==> config.mk <==
export PLATFORM = sky130hd
export DESIGN_NAME = accelerator_bus_scheduler
export DESIGN_NICKNAME = d
export VERILOG_FILES = /design/src/rtl/accelerator_bus_scheduler.sv
export SDC_FILE = /design/constraint.sdc
export NUM_CORES = 1
export LEC_CHECK = 0
export BUFFER_PORTS_ARGS = -buffer_cell sky130_fd_sc_hd__buf_4
export CAP_MARGIN = 20
export CORE_UTILIZATION = 40
export DETAILED_ROUTE_END_ITERATION = 10
export PLACE_DENSITY_LB_ADDON = 0.2
export SLEW_MARGIN = 15
export SYNTH_ARGS = -nofsm -noshare
export SYNTH_HDL_FRONTEND = slang
export SYNTH_SLANG_ARGS = --single-unit
==> constraint.sdc <==
create_clock -name clk -period 3.6 [get_ports clk]
set_clock_uncertainty 0.1 [all_clocks]
set_input_delay 0.18 -clock clk [delete_from_list [all_inputs] [get_ports clk]]
set_output_delay 0.18 -clock clk [all_outputs]
set_load 0.03 [all_outputs]
==> src/rtl/accelerator_bus_scheduler.sv <==
// Round-robin bus scheduler for FFT/FIR/IIR accelerators with burst limiting and a turnaround gap.
// Optional per-accelerator grant counters are enabled by defining ACCEL_BUS_SCHED_STATS_EN.
module accelerator_bus_scheduler #(
  parameter int BURST_LEN = 16
) (
  input  logic        clk,
  input  logic        rst_n,
  input  logic        fft_req,
  input  logic        fir_req,
  input  logic        iir_req,
  output logic        fft_enable,
  output logic        fir_enable,
  output logic        iir_enable,
  output logic [1:0]  owner,
  output logic        busy
`ifdef ACCEL_BUS_SCHED_STATS_EN
  ,
  output logic [15:0] fft_grants,
  output logic [15:0] fir_grants,
  output logic [15:0] iir_grants
`endif
);

  localparam int CW = $clog2(BURST_LEN) + 1;
  localparam logic [CW-1:0] BURST_MAX = CW'(BURST_LEN);

  typedef enum logic [1:0] {IDLE, GRANT, TURNAROUND} state_t;

  state_t        r_state, w_nextState;
  logic [CW-1:0] r_burstCnt, w_nextCnt;
  logic [1:0]    r_owner, w_nextOwner;
  logic [1:0]    r_lastOwner, w_nextLast;
  logic [1:0]    w_winner;
  logic          w_ownerReq;
  logic          w_newGrant;

  // Search starts at the requester just after the previous owner.
  always_comb begin
    w_winner = 2'd0;
    case (r_lastOwner)
      2'd1: begin
        if (fir_req)      w_winner = 2'd2;
        else if (iir_req) w_winner = 2'd3;
        else if (fft_req) w_winner = 2'd1;
      end
      2'd2: begin
        if (iir_req)      w_winner = 2'd3;
        else if (fft_req) w_winner = 2'd1;
        else if (fir_req) w_winner = 2'd2;
      end
      default: begin
        if (fft_req)      w_winner = 2'd1;
        else if (fir_req) w_winner = 2'd2;
        else if (iir_req) w_winner = 2'd3;
      end
    endcase
  end

  always_comb begin
    w_ownerReq = 1'b0;
    case (r_owner)
      2'd1:    w_ownerReq = fft_req;
      2'd2:    w_ownerReq = fir_req;
      2'd3:    w_ownerReq = iir_req;
      default: w_ownerReq = 1'b0;
    endcase
  end

  always_comb begin
    w_nextState = r_state;
    w_nextCnt   = r_burstCnt;
    w_nextOwner = r_owner;
    w_nextLast  = r_lastOwner;
    w_newGrant  = 1'b0;
    case (r_state)
      IDLE, TURNAROUND: begin
        if (w_winner != 2'd0) begin
          w_nextState = GRANT;
          w_nextOwner = w_winner;
          w_nextLast  = w_winner;
          w_nextCnt   = CW'(1);
          w_newGrant  = 1'b1;
        end else begin
          w_nextState = IDLE;
          w_nextOwner = 2'd0;
          w_nextCnt   = '0;
        end
      end
      GRANT: begin
        // The first enable cycle is already counted, so BURST_MAX ends the burst on time.
        if (!w_ownerReq || (r_burstCnt == BURST_MAX)) begin
          w_nextState = TURNAROUND;
          w_nextOwner = 2'd0;
          w_nextCnt   = '0;
        end else begin
          w_nextCnt = r_burstCnt + CW'(1);
        end
      end
      default: begin
        w_nextState = IDLE;
        w_nextOwner = 2'd0;
        w_nextCnt   = '0;
      end
    endcase
  end

  always_ff @(posedge clk or negedge rst_n) begin
    if (!rst_n) begin
      r_state     <= IDLE;
      r_burstCnt  <= '0;
      r_owner     <= 2'd0;
      r_lastOwner <= 2'd3;
      fft_enable  <= 1'b0;
      fir_enable  <= 1'b0;
      iir_enable  <= 1'b0;
    end else begin
      r_state     <= w_nextState;
      r_burstCnt  <= w_nextCnt;
      r_owner     <= w_nextOwner;
      r_lastOwner <= w_nextLast;
      fft_enable  <= (w_nextOwner == 2'd1);
      fir_enable  <= (w_nextOwner == 2'd2);
      iir_enable  <= (w_nextOwner == 2'd3);
    end
  end

  assign owner = r_owner;
  assign busy  = (r_state != IDLE);

`ifdef ACCEL_BUS_SCHED_STATS_EN
  logic [15:0] r_fftGrants, r_firGrants, r_iirGrants;

  always_ff @(posedge clk or negedge rst_n) begin
    if (!rst_n) begin
      r_fftGrants <= 16'd0;
      r_firGrants <= 16'd0;
      r_iirGrants <= 16'd0;
    end else if (w_newGrant) begin
      case (w_nextOwner)
        2'd1: if (r_fftGrants != 16'hFFFF) r_fftGrants <= r_fftGrants + 16'd1;
        2'd2: if (r_firGrants != 16'hFFFF) r_firGrants <= r_firGrants + 16'd1;
        2'd3: if (r_iirGrants != 16'hFFFF) r_iirGrants <= r_iirGrants + 16'd1;
        default: ;
      endcase
    end
  end

  assign fft_grants = r_fftGrants;
  assign fir_grants = r_firGrants;
  assign iir_grants = r_iirGrants;
`endif

endmodule

==> results of run 1 <==
==> cells by family after synthesis <==
logic type	synth area share, %
flops	49.2
fa+ha+maj	6.98
compound gates	19.7
xor+xnor	3.67
simple gates	16.8
buf+inv	3.66
==> cells in the final DEF (no fill, tap or decap), types with 2 or more instances in the layout <==
cell and count:
and2_1 2, nand2_1 2, dfstp_2 2, ha_1 4, dfrtp_1 12, nand2b_1 2
buf_4 10, clkbuf_4 3, inv_1 6, nor2_1 9, o21bai_1 2, xor2_1 2
nand3_1 2
==> synthesized netlist by cell type (all sizes together) <==
master / n / area [µm²]
nand3: 2 / 10.0
a41oi: 1 / 16.3
xor2: 2 / 17.5
and2: 2 / 12.5
and2b: 1 / 7.51
inv: 7 / 26.3
o21bai: 3 / 26.3
xnor2: 1 / 8.76
nand2: 2 / 7.51
nand3b: 1 / 7.51
a21o: 1 / 7.51
ha: 4 / 50.1
nand2b: 2 / 12.5
nor2: 9 / 33.8
a21bo: 1 / 10.0
or2: 1 / 6.26
a221oi: 1 / 26.3
a31oi: 1 / 12.5
dfrtp: 12 / 300
nor3: 1 / 5.00
dfstp: 2 / 52.6
nand4bb: 1 / 11.3
and3: 1 / 6.26
o211a: 1 / 10.0
a2111oi: 1 / 27.5
o21ai: 1 / 5.00
==> metrics by stage <==
step | util [%] | cell area, µm² | hold WS, ns
finish | 53.8 | 858 | 0.146
global route | 53.8 | 858 | 0.160
CTS | 53.8 | 858 | 0.149
detailed placement | 51.6 | 822 | -0.0608
global placement | 51.6 | 822 | -0.0652
floorplan | - | 717 | -0.216
==> worst max-delay path: stages, from the launching register on <==
cell and delay, ns:
dfstp_2 0.53, inv_1 0.05, ha_1 0.33, o21bai_2 0.22
a2111oi_4 0.44, a31oi_2 0.10, inv_2 0.07, nor2_1 0.04
==> metal layers <==
layer	part of all wire (%)	global-route usage, %	routed length, µm
met3	2.9	3.67	33
met4	2.3	9.09	26
met5	0	0	0
met1	47	17.7	534
met2	47	22.4	536
==> how the worst min path moves through the flow <==
stage	end	slack, ns
floorplan	fft_enable$_DFF_PN0_	-0.22
global placement	r_burstCnt[3]$_DFF_PN0_	-0.07
detailed placement	r_burstCnt[2]$_DFF_PN0_	-0.06
CTS	r_lastOwner[0]$_DFFE_PN1P_	0.15
global route	r_lastOwner[0]$_DFFE_PN1P_	0.16
finish	r_lastOwner[0]$_DFFE_PN1P_	0.15
==> sequential cells by signal (all words and copies together), names as in the netlist <==
register,flops
r_lastOwner,2
r_burstCnt,5
owner,2
r_state,2
fft_enable,1
iir_enable,1
fir_enable,1
==> report_power, final <==
group | switching [mW] | internal [mW] | leakage [nW] | total, mW
combinational | 0.213 | 0.159 | 0.223 | 0.371
clock | 0.0491 | 0.0430 | 0.0150 | 0.0921
sequential | 0.0430 | 0.218 | 0.179 | 0.261
==> final cells by class <==
| type | instances | area (µm²) |
|---|---|---|
| clock buffer | 4 | 26.3 |
| inverter | 7 | 26.3 |
| tap | 24 | 30.0 |
| timing repair buffer | 11 | 85.1 |
| fill | 146 | 736 |
| multi-input combinational | 41 | 338 |
| sequential | 14 | 353 |
==> reports/qor.yml, run 1 <==
outcome:
  outcome: "finished clean"
sta:
  setup_viol_count_final: 0
  finalCriticalPeriod_ns: 2.01
  relSlewSlack_pct: 75.4
  layout_setup_ws_ns: 1.59
  worst_pin_slew_ns: 0.368
  hold_violations: 0
  finalSetupTns_ns: 0
  rsz0062_at_grt: "false"
  report.final.slew_viol_count: 0
  period_share_pct: 55.7
  max_freq_ghz: 0.498
placement:
  hpwl_um: 871
  dp_cells: 96
  dp_slack_ns: 1.58
  port_buffers: 10
  routabilityCongestion: 0.694
worst_setup_path:
  worstSetupStartpoint: "r_lastOwner[0]$_DFFE_PN1P_"
  crit_end: "fft_enable$_DFF_PN0_"
  rr_startpoint: "r_lastOwner[0]$_DFFE_PN1P_"
  r2r_slack_ns: 1.59
  critPathKind: "reg -> reg"
  crit_arrival_ns: 2.08
  start_kind: "flip-flop"
  reg2reg_depth: 7
  path_max_fanout: 4
  r2r-end: "fft_enable$_DFF_PN0_"
  end_kind: "flip-flop"
  cp.required_ns: 3.67
finish:
  area_delta_synth_final_pct: 19.7
  nets: 87
  fin_cells: 101
  num_antenna_cells: 0
  drive_above_1_share_pct: 29.9
clock_tree:
  postCtsSetupRepairBufs: 0
  clk_latency_ns: 0.28
  clockBufferDepth: 2
  htree_levels: 1
  clock-root-buffer: "clkbuf_4"
  cts_tree: "done"
  cts_buffers: 3
  cts_resized: 0
  cts_hold_buf: 1
  clkTransAtPathRegs_ns: 0.08
  clock-sinks: 14
floorplanning:
  start_util_pct: 45.0
  num_rows: 14
  ioPinCount: 11
  dieArea_mm2: 0.00197
  core_mm2: 0.00159
  die_y_um: 44.3
  chipWidth_um: 44.3
pwr:
  totalPowerFinal_uw: 725
  leakagePower_nw: 0.417
  cellPowerDensity_mw_per_mm2: 844
  peakVddDrop_mv: 0.398
logic_synthesis:
  ys_seq_elements: 14
  synthCells: 62
  ys_warn_count: 0
  yosysUniqueCellTypes: 28
  netlist_area_um2: 717
  ys_seq_area_share_pct: 49.2
  syn_nets: 71
  synth.avg_cell_area_um2: 11.6
min_path:
  hp-class: "in -> reg"
  min_path_cells: 3
  hold_start: "fft_req"
global_routing:
  grt_usage_pct: 14.3
  grt_max_degree: 15
  antenna_found_initial: 0
  grt-ovfl-total: 0
  grt_pass1_vias: 485
  grt_first_pass_wirelength_um: 1970
route:
  wl_per_cell_um: 11.2
  drt-total-wl_um: 1130
  avgViaCountPerCell: 4.81
  vias: 486
  antenna_left: 0
  first_iter_violations: 3
  firstDrtPassIters: 2
  drc: 0
job:
  maxCapViolations: 0
(Power assumes the default switching activity.)
==> run 2, diff against run 1 <==
==> constraint.sdc (replaced) <==
create_clock -name clk -period 2.06 [get_ports clk]
set_clock_uncertainty 0.1 [all_clocks]
set_input_delay 0.103 -clock clk [delete_from_list [all_inputs] [get_ports clk]]
set_output_delay 0.103 -clock clk [all_outputs]
set_load 0.03 [all_outputs]
==> run 2 against run 1 <==
Maximum frequency up 2.9%. Count of clock-buffer cells in the layout unchanged. Total power up 86%. First-iteration DRC count unchanged. Register-to-register slack worse by 1.5 ns. Highest routed layer unchanged. Combinational power up 86%. Largest cell class unchanged. Hold slack worse by 0.060 ns. Non-clock buffer count unchanged. Sequential cell count unchanged. Routed wire length up 13%. Largest power group unchanged. Clock power up 110%.
==> reports/qor.yml, run 2 (synthesized netlist as in run 1, its figures left out) <==
sta:
  worst_pin_slew_ns: 0.400  # +0.0319 ns
  hold_violations: 0  # unchanged
  setup_viol_count_final: 0  # unchanged
  rsz0062_at_grt: "false"
  period_share_pct: 94.7  # +39 points
  finalCriticalPeriod_ns: 1.95  # -0.0562 ns
  report.final.slew_viol_count: 0  # unchanged
  relSlewSlack_pct: 73.3  # -2.1 points
  max_freq_ghz: 0.513  # +2.9%
  finalSetupTns_ns: 0  # unchanged
clock_tree:
  cts_buffers: 3  # unchanged
  clkTransAtPathRegs_ns: 0.08  # about the same
  clock-sinks: 14  # unchanged
  cts_tree: "done"
  htree_levels: 1  # unchanged
  clockBufferDepth: 2  # unchanged
  clock-root-buffer: "clkbuf_4"
  clk_latency_ns: 0.28  # about the same
floorplanning:
  start_util_pct: 45.0  # unchanged
  dieArea_mm2: 0.00197  # unchanged
  chipWidth_um: 44.3  # unchanged
  core_mm2: 0.00159  # unchanged
  num_rows: 14  # unchanged
  ioPinCount: 11  # unchanged
  die_y_um: 44.3  # unchanged
finish:
  top_register: "r_burstCnt"
  fin_cells: 101  # unchanged
  seqCellArea_um2: 353  # unchanged
  fin_area_um2: 881  # +2.6%
  fillers: 138  # -5.5%
  largest_reg_flops: 5  # unchanged
  nets: 87  # unchanged
  area_delta_synth_final_pct: 22.9
  mostFrequentLayoutCells: "dfrtp_1, buf_4, nor2_1"
  drive_above_1_share_pct: 33.8  # +3.9 points
  multiInputGateArea_um2: 350  # +3.7%
  num_antenna_cells: 0  # unchanged
  layout_commonest_cell: "dfrtp_1"
global_routing:
  grt-ovfl-total: 0  # unchanged
  grt_pass1_vias: 512  # +5.6%
  grt_first_pass_wirelength_um: 2170  # +10%
  grt_usage_pct: 16.2  # +1.8 points
  grt_max_degree: 15  # unchanged
  antenna_found_initial: 0  # unchanged
pwr:
  switchingPower_uw: 559  # +83%
  p_int_uw: 788  # +88%
  cellPowerDensity_mw_per_mm2: 1530  # +81%
  peakVddDrop_mv: 0.793  # +99%
  power_frac_comb_pct: 51.1  # about the same
  leakagePower_nw: 0.421  # +1.0%
  swShare_pct: 41.5  # -0.54 points
  p_clk_share_pct: 14.5  # +1.8 points
  p_seq_share_pct: 34.4  # -1.7 points
worst_setup_path:
  crit_arrival_ns: 2.02  # -0.06 ns
  crit_path_frequent_cell: "inv_2"
  start_kind: "flip-flop"
  cp_cell_sequence: "inv_2, ha_4, o21bai_2, a2111oi_4, a31oi_2, inv_2, nor2_1"
  slowest_delay_ns: 0.55  # +0.02 ns
  path_max_fanout: 4  # unchanged
  cp_top_family: "compound AO/OA/AOI/OAI gates"
  cp.required_ns: 2.13  # -1.54 ns
  slowest_stage: "dfstp_2"
  end_kind: "flip-flop"
  critical_path_buf_inv_count: 2  # unchanged
  critPathKind: "reg -> reg"
placement:
  hpwl_um: 961  # +10%
  routabilityCongestion: 0.725  # +4.5%
  post_dp_cell_area_um2: 822  # unchanged
  dp_cells: 96  # unchanged
  port_buffers: 10  # unchanged
route:
  drc: 0  # unchanged
  drt-total-wl_um: 1280  # +13%
  first_iter_violations: 3  # unchanged
  vias: 492  # +1.2%
  wl_per_cell_um: 12.7  # +13%
  avgViaCountPerCell: 4.87  # +1.2%
  antenna_left: 0  # unchanged
  firstDrtPassIters: 4  # +2
outcome:
  outcome: "finished clean"
min_path:
  hp-class: "in -> reg"
job:
  maxCapViolations: 0  # unchanged
run 2: area by class of cell:
class	count	area share (%)
Sequential cell	14	40.1
Inverter	7	2.98
Timing Repair Buffer	11	9.66
Tap cell	24	3.41
Multi-Input combinational cell	41	39.8
Clock buffer	4	4.12
run 2: final timing paths:
path                                            start                          to  slack (ns)  depth (start not counted)
max in group asynchronous                       rst_n  r_lastOwner[1]$_DFFE_PN1P_        1.52                          2
min                                           fft_req  r_lastOwner[1]$_DFFE_PN1P_        0.09                          3
min in group asynchronous                       rst_n          owner[0]$_DFF_PN0_        0.10                          2
min reg2reg                r_lastOwner[0]$_DFFE_PN1P_  r_lastOwner[0]$_DFFE_PN1P_        0.43                          2
max                        r_lastOwner[0]$_DFFE_PN1P_        fft_enable$_DFF_PN0_        0.11                          7
max reg2reg                r_lastOwner[0]$_DFFE_PN1P_        fft_enable$_DFF_PN0_        0.11                          7
run 2: through the flow:
stage | utilization, % | power [mW] | hold slack (ns) | setup slack, ns
2_1_floorplan | - | 0.949 | -0.293 | 0.149
3_3_place_gp | 51.6 | 1.11 | -0.142 | 0.0546
3_5_place_dp | 51.6 | 1.13 | -0.140 | 0.00822
4_1_cts | 54.5 | 1.33 | 0.0835 | 0.0481
5_1_grt | 55.3 | 1.45 | 0.0966 | 0.00957
6_report | 55.3 | 1.35 | 0.0858 | 0.110
run 2: power by group through the flow:
stage,Clock (mW),Combinational [mW],Sequential [mW]
floorplan,0,0.430,0.519
detailed placement,0,0.671,0.461
global route,0.213,0.758,0.477
finish,0.195,0.689,0.463
CTS,0.205,0.673,0.457
global placement,0,0.652,0.458
run 2: worst reg2reg max path, cell delays in order (launching register included):
cell and delay, ns:
dfstp_2 0.55, inv_2 0.05, ha_4 0.24, o21bai_2 0.21
a2111oi_4 0.47, a31oi_2 0.11, inv_2 0.07, nor2_1 0.04
run 2: repair_timing:
item                                    4_1_cts  5_1_grt
resized for setup                             0        2
endpoints found under the setup margin        1        4
pin swaps                                     1        1
endpoints found under the hold margin        14        0
setup buffers                                 0        0
hold buffers                                  1        0
run 2: per-layer routing:
metal	vias to the layer above	track usage [%]	part of all wire, %
met5	-	0	0
met2	12	25.6	50
met1	237	19.6	45
li1	240	-	-
met3	3	3.67	3.4
met4	0	10.9	2.0
